$ cat src/rtl/display_mux_driver.sv
// Avalon-MM driver for a time-multiplexed common-anode LED display.
// Double-buffered digit store, PWM brightness and frame-done interrupt.
module display_mux_driver #(
    parameter int num_digits = 4,
    parameter int seg_width  = 8
) (
    input  logic                  clk,
    input  logic                  reset,
    input  logic                  avs_s0_write,
    input  logic                  avs_s0_read,
    input  logic [3:0]            avs_s0_address,
    input  logic [31:0]           avs_s0_writedata,
    output logic [31:0]           avs_s0_readdata,
    output logic                  avs_s0_interrupt,
    output logic [num_digits-1:0] digit_sel,
    output logic [seg_width-1:0]  seg
);

    localparam int PW = (num_digits > 1) ? $clog2(num_digits) : 1;

    logic                 en;
    logic                 irq_en;
    logic                 frame_done;
    logic [31:0]          period;
    logic [31:0]          duty;
    logic [31:0]          slot_cnt;
    logic [PW-1:0]        pos;
    logic [seg_width-1:0] shadow [num_digits];
    logic [seg_width-1:0] active [num_digits];

    logic [31:0]           p_last;
    logic                  slot_end;
    logic                  last_pos;
    logic                  boundary;
    logic                  lit;
    logic [num_digits-1:0] sel_oh;
    logic [31:0]           rd_mux;

    always_comb begin
        p_last   = (period == 32'd0) ? 32'd0 : period - 32'd1;
        slot_end = (slot_cnt >= p_last);
        last_pos = (pos == PW'(num_digits - 1));
        boundary = en & slot_end & last_pos;
        lit      = en & (slot_cnt < duty);
        sel_oh   = num_digits'(1) << pos;
    end

    always_comb begin
        rd_mux = 32'd0;
        case (avs_s0_address)
            4'd0:    rd_mux = {30'd0, irq_en, en};
            4'd1:    rd_mux = {31'd0, frame_done};
            4'd2:    rd_mux = period;
            4'd3:    rd_mux = duty;
            default: rd_mux = 32'd0;
        endcase
        for (int k = 0; k < num_digits; k++) begin
            if (avs_s0_address == 4'(8 + k)) begin
                rd_mux = 32'(shadow[k]);
            end
        end
    end

    // Register file and host-visible status
    always_ff @(posedge clk or posedge reset) begin
        if (reset) begin
            en         <= 1'b0;
            irq_en     <= 1'b0;
            frame_done <= 1'b0;
            period     <= 32'd0;
            duty       <= 32'd0;
            for (int k = 0; k < num_digits; k++) begin
                shadow[k] <= '0;
            end
        end else begin
            if (avs_s0_write) begin
                case (avs_s0_address)
                    4'd0: begin
                        en     <= avs_s0_writedata[0];
                        irq_en <= avs_s0_writedata[1];
                    end
                    4'd2:    period <= avs_s0_writedata;
                    4'd3:    duty   <= avs_s0_writedata;
                    default: ;
                endcase
            end
            for (int k = 0; k < num_digits; k++) begin
                if (avs_s0_write && avs_s0_address == 4'(8 + k)) begin
                    shadow[k] <= avs_s0_writedata[seg_width-1:0];
                end
            end
            // A frame boundary outranks a simultaneous clear
            if (boundary) begin
                frame_done <= 1'b1;
            end else if (avs_s0_write && avs_s0_address == 4'd1
                         && avs_s0_writedata[0]) begin
                frame_done <= 1'b0;
            end
        end
    end

    // Scan counters and the displayed copy of the digit store
    always_ff @(posedge clk or posedge reset) begin
        if (reset) begin
            slot_cnt <= 32'd0;
            pos      <= '0;
            for (int k = 0; k < num_digits; k++) begin
                active[k] <= '0;
            end
        end else begin
            if (!en || boundary) begin
                for (int k = 0; k < num_digits; k++) begin
                    active[k] <= shadow[k];
                end
            end
            if (!en) begin
                slot_cnt <= 32'd0;
                pos      <= '0;
            end else if (slot_end) begin
                slot_cnt <= 32'd0;
                pos      <= last_pos ? '0 : pos + PW'(1);
            end else begin
                slot_cnt <= slot_cnt + 32'd1;
            end
        end
    end

    always_ff @(posedge clk or posedge reset) begin
        if (reset) begin
            avs_s0_readdata  <= 32'd0;
            avs_s0_interrupt <= 1'b0;
            digit_sel        <= '1;
            seg              <= '1;
        end else begin
            if (avs_s0_read) begin
                avs_s0_readdata <= rd_mux;
            end
            avs_s0_interrupt <= irq_en & frame_done;
            digit_sel        <= lit ? ~sel_oh : '1;
            seg              <= lit ? ~active[pos] : '1;
        end
    end

endmodule
$ cat config.mk
export PLATFORM = sky130hd
export DESIGN_NAME = display_mux_driver
export DESIGN_NICKNAME = d
export VERILOG_FILES = /design/src/rtl/display_mux_driver.sv
export SDC_FILE = /design/constraint.sdc
export NUM_CORES = 1
export LEC_CHECK = 0
export CAP_MARGIN = 10
export CORE_MARGIN = 2
export CORE_UTILIZATION = 51
export CTS_CLUSTER_SIZE = 8
export DETAILED_ROUTE_END_ITERATION = 12
export PLACE_DENSITY_LB_ADDON = 0.3
export SLEW_MARGIN = 20
export SYNTH_ARGS = -nofsm -noshare
export SYNTH_HDL_FRONTEND = slang
export SYNTH_SLANG_ARGS = --single-unit
$ cat constraint.sdc
create_clock -name clk -period 9.03 [get_ports clk]
set_clock_uncertainty 0.1 [all_clocks]
set_input_delay 1.806 -clock clk [delete_from_list [all_inputs] [get_ports clk]]
set_output_delay 1.806 -clock clk [all_outputs]
set_load 0.1 [all_outputs]
* Yosys cells after proc, flatten, opt, wreduce, memory -nomap -nowiden
Cells that the tools add are included.
** Storage, ports and cells
- Flip-flop bits (word level) :: 210
- Bits of input ports :: 40
- Word-level logic and storage cells :: 74
** Operators by class
- Add/subtract/negate cells :: 3
- Order comparisons :: 3
- Equal/unequal tests :: 9
- Shifts and indexed selects :: 1
- Muxes and demuxes :: 18
- Bitwise logic cells :: 7
- Reductions and logical operators :: 14
** Operators with widths (count)
- $mux W32 :: 7
- $pmux W32 S4 :: 1
- $add A32 B1 Y32 const B :: 1
- $ge A32 B32 Y1 :: 1
- $logic_not A32 Y1 :: 1
- $lt A32 B32 Y1 :: 1
- $sub A32 B1 Y32 const B :: 1
- $mux W8 :: 3
- $bmux W8 S2 :: 1
- $eq A4 B4 Y1 const B :: 4
- $eq A4 B2 Y1 const B :: 2
- $not A8 Y8 :: 1
- $logic_and A1 B1 Y1 :: 6
- $mux W2 :: 3
- $reduce_and A2 Y1 :: 3
- $and A1 B1 Y1 :: 4
- $eq A4 B1 Y1 const B :: 1
- $logic_not A4 Y1 :: 1
- $mux W4 :: 1
- $not A4 Y4 :: 1
- $shl A1 B2 Y4 const A :: 1
- $ge A3 B3 Y1 const B :: 1
- $not A2 Y3 :: 1
- $add A2 B1 Y2 const B :: 1
- 6 further kinds :: 7

* Depth between registers and ports, before layout
Gate-level depths: netlist of the first run.
- Word-level depth :: 6
- Depth in mapped cells :: 16
- Depth with buffers taken out :: 13

* Worst setup path before layout of the first run
No wires, ideal clock.
- Path kind :: reg-to-reg
- Start point :: register period[11]
- End point :: register active[0] in the netlist's numbering
- Library setup time :: 116 ps
- Arrival :: 3580 ps
- Data required time :: 8814 ps
- Path slack :: 5234 ps
- Stages on the path, launching flop included :: 16
- Clock period less this slack :: 3796 ps
- Cells stage by stage :: dfrtp_1 or4_4 nor4_4 nand2_2 or2_1 buf_6 buf_6 nand2_1 ha_1 a21o_1 a21o_1 a221o_1 o21a_1 clkbuf_1 clkbuf_1 o311ai_0
** Between the ends
- Cells in the longest elaborated chain, start to end :: 6
** RTL lines
- start: declaration :: RTL line 24 : logic [31:0] period;
- start signal: assignment :: RTL line 82 : 4'd2: period <= avs_s0_writedata;
- $sub A32 B1 Y32 / $logic_not A32 Y1 (equally long branches) :: RTL line 40 : p_last = (period == 32'd0) ? 32'd0 : period - 32'd1;
- $mux W32 (*) :: RTL line 40
- $ge A32 B32 Y1 (*) :: RTL line 41 : slot_end = (slot_cnt >= p_last);
- $and A1 B1 Y1 (*) (2 in series) :: RTL line 43 : boundary = en & slot_end & last_pos;
- $logic_or A1 B1 Y1 (*) :: RTL line 111 : if (!en || boundary) begin
- end signal: indexed assignment :: RTL line 113 : active[k] <= shadow[k];
- end: declaration :: RTL line 29 : logic [seg_width-1:0] active [num_digits];
Every way passes the cells marked *; elsewhere a longest branch is shown, timed or not.
A chain may end at the register's enable or synchronous reset.

* Worst setup path after layout of the first run
- Start point :: register period[11]
- End point :: register slot_cnt[14]
** Between the ends
- Cells in the longest elaborated chain, start to end :: 5
** RTL lines
- $sub A32 B1 Y32 / $logic_not A32 Y1 (equally long branches) :: RTL line 40
- $mux W32 (*) :: RTL line 40
- $ge A32 B32 Y1 (*) :: RTL line 41
- $mux W32 (*) :: RTL line 119 : end else if (slot_end) begin
- $mux W32 (*) :: RTL line 116 : if (!en) begin
- end signal: assignment :: RTL line 123 : slot_cnt <= slot_cnt + 32'd1;
- end: declaration :: RTL line 26 : logic [31:0] slot_cnt;
Marked as above.

==> results of run 1 <==
-- layer usage --
layer	share of wire	up-vias
met4	0.019	0
li1	-	4389
met2	0.45	310
met3	0.074	41
met5	0	-
met1	0.46	4775
-- Yosys cell counts, types with 8 or more instances --
library cell,instances,share of area
nand2b_1,26,0.014
mux2_2,99,0.093
and2_1,8,0.0042
o2bb2ai_1,28,0.020
and3_1,12,0.0063
ha_1,70,0.073
xnor2_1,17,0.012
nand3_1,60,0.025
nor3_1,13,0.0054
a21o_1,17,0.011
dfstp_2,12,0.026
buf_1,12,0.0038
a21oi_1,29,0.012
mux4_2,9,0.017
nand2_1,88,0.028
a222oi_1,9,0.0075
xor2_1,37,0.027
nor2_1,75,0.023
inv_1,39,0.012
o311ai_0,28,0.020
o21ai_0,47,0.020
a221oi_1,8,0.0058
nor3b_1,10,0.0063
dfrtp_1,198,0.41
a22oi_1,25,0.016
clkbuf_1,49,0.015
a31oi_1,29,0.015
nand4_1,21,0.011
-- cell families (layout without fill, tap and decap cells) --
logic type | count (synthesis) | in the layout
xor gates and xnor gates | 54 | 54
buffers and inverters | 108 | 184
AOI/OAI and AO/OA | 246 | 246
DFF | 210 | 210
and+or+nand+nor | 355 | 355
adders and majority gates | 70 | 70
muxes | 113 | 113
-- critical path, cell delays in order, from the launching register on --
cell      delay (ns)
dfrtp_1         0.41
or4_4           0.58
nor4_4          0.50
nand2_2         0.14
or2_1           0.58
nand2_1         0.21
ha_1            0.27
a211oi_1        0.20
o21ai_0         0.15
a221o_1         0.39
o21ai_1         0.48
nand3_1         0.13
buf_4           0.26
nor2_1          0.16
-- sequential cells by signal, indices dropped and copies added, names as in the netlist, 2 cells and up --
signal	flops
duty	32
period	32
slot_cnt	32
pos	2
seg	8
active	32
avs_s0_readdata	32
shadow	32
digit_sel	4
-- through the flow --
stage	utilization	instance area, µm²
2_1_floorplan	-	12000
3_3_place_gp	0.561	13100
3_5_place_dp	0.561	13100
4_1_cts	0.598	13900
5_1_grt	0.599	13900
6_report	0.599	13900
-- how the worst max path moves through the flow --
stage | from | slack, ns | end
floorplan | reset | 1.41 | active[0]$_DFFE_PP0P_
global placement | avs_s0_address[0] | 3.94 | duty[17]$_DFFE_PP0P_
detailed placement | avs_s0_address[0] | 3.86 | duty[18]$_DFFE_PP0P_
CTS | avs_s0_address[0] | 4.43 | duty[16]$_DFFE_PP0P_
global route | period[26]$_DFFE_PP0P_ | 3.95 | slot_cnt[14]$_DFF_PP0_
finish | period[11]$_DFFE_PP0P_ | 4.36 | slot_cnt[14]$_DFF_PP0_
-- layout make-up --
class	instances	area, µm²	share of cell area
flip-flops and latches	210	5270	0.378
clock buffers	46	832	0.0597
repair buffers	97	951	0.0682
well taps	319	399	0.0286
multi-input cells	838	6300	0.452
inverters	40	158	0.0113
clock inverters	1	30.0	0.00215
-- where the power goes --
group | internal [mW] | switching, mW
combinational | 0.350 | 0.467
sequential | 1.15 | 0.208
clock | 0.648 | 0.406
total | 2.15 | 1.08
==> impl_metrics.json, run 1 <==
{
  "syn_avg_cell_area_um2": 10.4,
  "hold_violations": 0,
  "placed_cells_incl_taps": 1503,
  "drive_gt1_frac": 0.157,
  "synth_edf_count": 0,
  "synth_warnings": 0,
  "max-clock-path-buffers": 3,
  "path_class": "reg2reg",
  "initial_core_util": 0.516,
  "die_w_um": 157,
  "setup_viol": 0,
  "outcome": "finished clean",
  "synth_compound_area_frac": 0.145,
  "r2r-end": "slot_cnt[14]$_DFF_PP0_",
  "cp.required_ns": 9.40,
  "ios": 85,
  "drtIter0Drc": 956,
  "numCtsBuffers": 30,
  "crit_path_end_kind": "flop",
  "routabilityCongestion": 0.877,
  "drc": 0,
  "fill_cells": 1984,
  "clock_tree.root_cell": "clkbuf_16",
  "critPathLaunchType": "flop",
  "fmax_mhz": 214,
  "rrSetupSlack_ns": 4.36,
  "preCtsSetupSlack_ns": 3.86,
  "die_h_um": 157,
  "finalPower_mw": 3.23,
  "maxSlewViolCount": 0,
  "gr-usage-all-layers": 0.249,
  "syn_area_um2": 12000,
  "hpwl_um": 20400,
  "holdPathEnd": "avs_s0_readdata[11]$_DFFE_PP0P_",
  "holdCritStartpoint": "avs_s0_readdata[11]$_DFFE_PP0P_",
  "ys.flop_type": "dfrtp_1",
  "fin_cells": 1551,
  "antenna_left": 0,
  "p_leak_nw": 5.92,
  "cts_hold_buf": 0,
  "grt_max_degree": 134,
  "clock_sinks": 210,
  "core_area_um2": 23300,
  "rr_startpoint": "period[11]$_DFFE_PP0P_",
  "syn_inst": 1156,
  "cts_repair_resize_count": 0,
  "cts_tree": "done",
  "grt-ovfl-total": 0,
  "grt_pass1_vias": 9139,
  "final_cell_mix": "dfrtp_1 (198), mux2_2 (99), nand2_1 (88)",
  "min_period_ns": 4.67,
  "antenna_cells": 0,
  "grt.met1_usage": 0.368,
  "final_common_cell": "dfrtp_1",
  "htreeDepth": 1,
  "post-route-period-util": 0.517,
  "peakVddDrop_mv": 0.147,
  "hold_path.class": "reg2reg",
  "antenna_found_initial": 0,
  "synthAdderAreaFrac": 0.0730,
  "synth_xor_area_frac": 0.0394,
  "area_growth_pct": 16.2,
  "maxCapViolations": 0,
  "first_pass_iters": 7,
  "grt_first_pass_wirelength_um": 48900,
  "routed_via_density": 6.13,
  "fin_tns_setup_ns": 0,
  "hold_ws_ns": 0.381,
  "synthDistinctLibCells": 64,
  "maxSlewHeadroom": 0.338,
  "final_nets": 1327,
  "rows": 56,
  "fp.dieArea_um2": 24800,
  "worst_slew_pin_slew_ns": 0.990,
  "port_buffers": 84,
  "rsz0062_at_grt": "no",
  "met2_usage": 0.377,
  "post-cts-setup-buffers": 0,
  "final.setup.worst_slack_ns": 4.36,
  "syn_nets": 1266,
  "dr_total_vias": 9515,
  "synth-simple-area-share": 0.154,
  "routed_wl_um": 30500,
  "wl_per_cell_um": 19.7,
  "clock_latency_ns": 0.54,
  "worst_ep_arrival_time_ns": 5.03,
  "synth_seq_cells": 210,
  "busiest_layer": "met2",
  "synth_top_family_by_area": "simple AND/OR/NAND/NOR gates",
  "synthArstFlopShare": 1.00,
  "cts.reportedPaths.clkPinSlew_ns": 0.05,
  "yosysSeqAreaShare": 0.439,
  "power_density_nw_per_um2": 232,
  "grt_use_met3": 0.0410,
  "reg2reg_depth": 13,
  "hold_depth": 2,
  "cp_max_fo": 31,
  "synthMuxAreaShare": 0.114
}
Note: power is estimated with default switching activity, not from simulation.
==> inputs of run 2 (changes only) <==
- clock period: 9.03 -> 4.8 ns (I/O delays scaled with it)
==> run 2 against run 1 <==
Clock power increased by 83%. Cell count increased by 0.26%. Largest cell class unchanged. Routed wire length increased by 0.18%. Global-route usage increased by 0.19 points. Via count decreased by 0.45%. Sequential share of layout area decreased by 0.095 points. Die area unchanged. Flip-flop and latch count unchanged. Setup slack got worse by 4.0 ns. Final area increased by 0.25%. Utilization increased by 0.15 points. Total power increased by 87%.
==> impl_metrics.json, run 2 (same netlist as run 1, synthesis figures left out) <==
{
  "stdcell_area_um2": 14000,
  "max_stage_delay_ns": 0.64,
  "p_leak_nw": 5.94,
  "grt_pass1_vias": 9163,
  "grt_first_pass_wirelength_um": 49500,
  "crit_path_end": "active[21]$_DFFE_PP0P_",
  "min_period_ns": 4.43,
  "grt-ovfl-total": 0,
  "routed_wl_um": 30500,
  "cp.required_ns": 5.10,
  "antenna_found_initial": 0,
  "core_area_um2": 23300,
  "outcome": "finished clean",
  "rsz0062_at_grt": "no",
  "cts.reportedPaths.clkPinSlew_ns": 0.05,
  "die_h_um": 157,
  "antenna_left": 0,
  "preCtsSetupSlack_ns": 0.454,
  "reg2reg_depth": 12,
  "p_clk_frac": 0.320,
  "maxSlewViolCount": 0,
  "post-cts-setup-buffers": 0,
  "swShare": 0.338,
  "r2r-end": "active[21]$_DFFE_PP0P_",
  "cts_tree": "done",
  "intPower_mw": 3.99,
  "grt_max_degree": 125,
  "initial_core_util": 0.516,
  "power_density_nw_per_um2": 431,
  "cts_repair_resize_count": 0,
  "final_cell_mix": "dfrtp_1 (198), mux2_2 (99), nand2_1 (88)",
  "drive_gt1_frac": 0.161,
  "fin_util": 0.601,
  "maxSlewHeadroom": 0.325,
  "routabilityCongestion": 0.914,
  "final.setup.worst_slack_ns": 0.374,
  "wl_per_cell_um": 19.6,
  "rows": 56,
  "setup_viol": 0,
  "clock_tree.root_cell": "clkbuf_16",
  "routed_via_density": 6.09,
  "crit_path_end_kind": "flop",
  "rrSetupSlack_ns": 0.37,
  "first_pass_iters": 7,
  "fin_cells": 1555,
  "finalPower_mw": 6.02,
  "final_common_cell": "dfrtp_1",
  "drc": 0,
  "critPathLaunchType": "flop",
  "fmax_mhz": 226,
  "hpwl_um": 20900,
  "worst_path_max_delay_cell": "or4_1",
  "ios": 85,
  "crit_path_start": "period[27]$_DFFE_PP0P_",
  "max-clock-path-buffers": 3,
  "post-route-period-util": 0.922,
  "worst_slew_pin_slew_ns": 1.01,
  "placed_cells_incl_taps": 1510,
  "final_nets": 1333,
  "port_buffers": 84,
  "hold_violations": 0,
  "p_seq_frac": 0.424,
  "clock_latency_ns": 0.54,
  "placed_area_um2": 13100,
  "clock_sinks": 210,
  "gr-usage-all-layers": 0.250,
  "htreeDepth": 1,
  "crit_chain": "or4_1, nor4_2, nand4b_1, or2_1, nand2_1, ha_1, a211oi_1, o21ai_0, a221o_1, o21a_1, buf_12, o311ai_0",
  "cts_hold_buf": 0,
  "numCtsBuffers": 30,
  "area_growth_pct": 16.5,
  "fp.dieArea_um2": 24800,
  "dr_total_vias": 9472,
  "p_sw_mw": 2.03,
  "maxCapViolations": 0,
  "hold_path.class": "reg2reg",
  "fin_tns_setup_ns": 0,
  "worst_ep_arrival_time_ns": 4.73,
  "comb_power_share": 0.256,
  "drtIter0Drc": 809,
  "cp_max_fo": 63,
  "die_w_um": 157,
  "rr_startpoint": "period[27]$_DFFE_PP0P_",
  "hold_ws_ns": 0.382,
  "path_class": "reg2reg",
  "peakVddDrop_mv": 0.275,
  "antenna_cells": 0
}
-- run 2: changes by cell type in the layout (fill, tap and decap cells not counted), sizes merged --
cell / change
clkinvlp: +2
bufinv: -1
inv: -1
buf: +6
clkbuf: -2
-- run 2: worst min-delay path by stage --
stage / start / endpoint / slack [ns] / depth (start not counted)
finish: avs_s0_readdata[22]$_DFFE_PP0P_ / avs_s0_readdata[22]$_DFFE_PP0P_ / 0.38 / 2
global route: avs_s0_readdata[22]$_DFFE_PP0P_ / avs_s0_readdata[22]$_DFFE_PP0P_ / 0.41 / 2
CTS: avs_s0_readdata[22]$_DFFE_PP0P_ / avs_s0_readdata[22]$_DFFE_PP0P_ / 0.39 / 2
detailed placement: avs_s0_readdata[30]$_DFFE_PP0P_ / avs_s0_readdata[30]$_DFFE_PP0P_ / 0.38 / 2
global placement: avs_s0_readdata[25]$_DFFE_PP0P_ / avs_s0_readdata[25]$_DFFE_PP0P_ / 0.37 / 2
floorplan: irq_en$_DFFE_PP0P_ / avs_s0_interrupt$_DFF_PP0_ / 0.37 / 1
-- run 2: metal layers --
metal	routed length [µm]	share of wire	global-route usage
met5	0	0	0
met4	554	0.018	0.0563
met1	14000	0.46	0.370
met3	1980	0.065	0.0344
met2	14000	0.46	0.393
-- run 2: cell type report --
cell class	count	area (µm²)
flip-flops and latches	210	5270
inverters	40	154
clock inverters	1	7.51
multi-input cells	838	6300
repair buffers	103	1020
fillers	1942	9290
clock buffers	44	825
well taps	319	399
-- run 2: power groups by stage --
stage	clock network (mW)	logic [mW]	registers, mW
after global placement	0	1.48	2.55
after global routing	2.02	1.69	2.60
after detailed placement	0	1.53	2.57
final	1.92	1.54	2.55
after CTS	1.95	1.55	2.54
after floorplan	0	0.943	2.69
-- run 2: worst max-delay path: cells and delay by family, from the launching register on --
| family | cells | cell delay, ns |
|---|---|---|
| fa+ha+maj | 1 | 0.26 |
| flops | 1 | 0.44 |
| compound gates | 5 | 1.35 |
| simple gates | 5 | 1.92 |
| buf+inv | 1 | 0.20 |
==> inputs of run 3 (changes only) <==
- HOLD_SLACK_MARGIN: not set -> 0.06
- TNS_END_PERCENT: not set -> 20
==> results of run 3 <==
Final layout, timing and power as in run 2 (identical DEF).
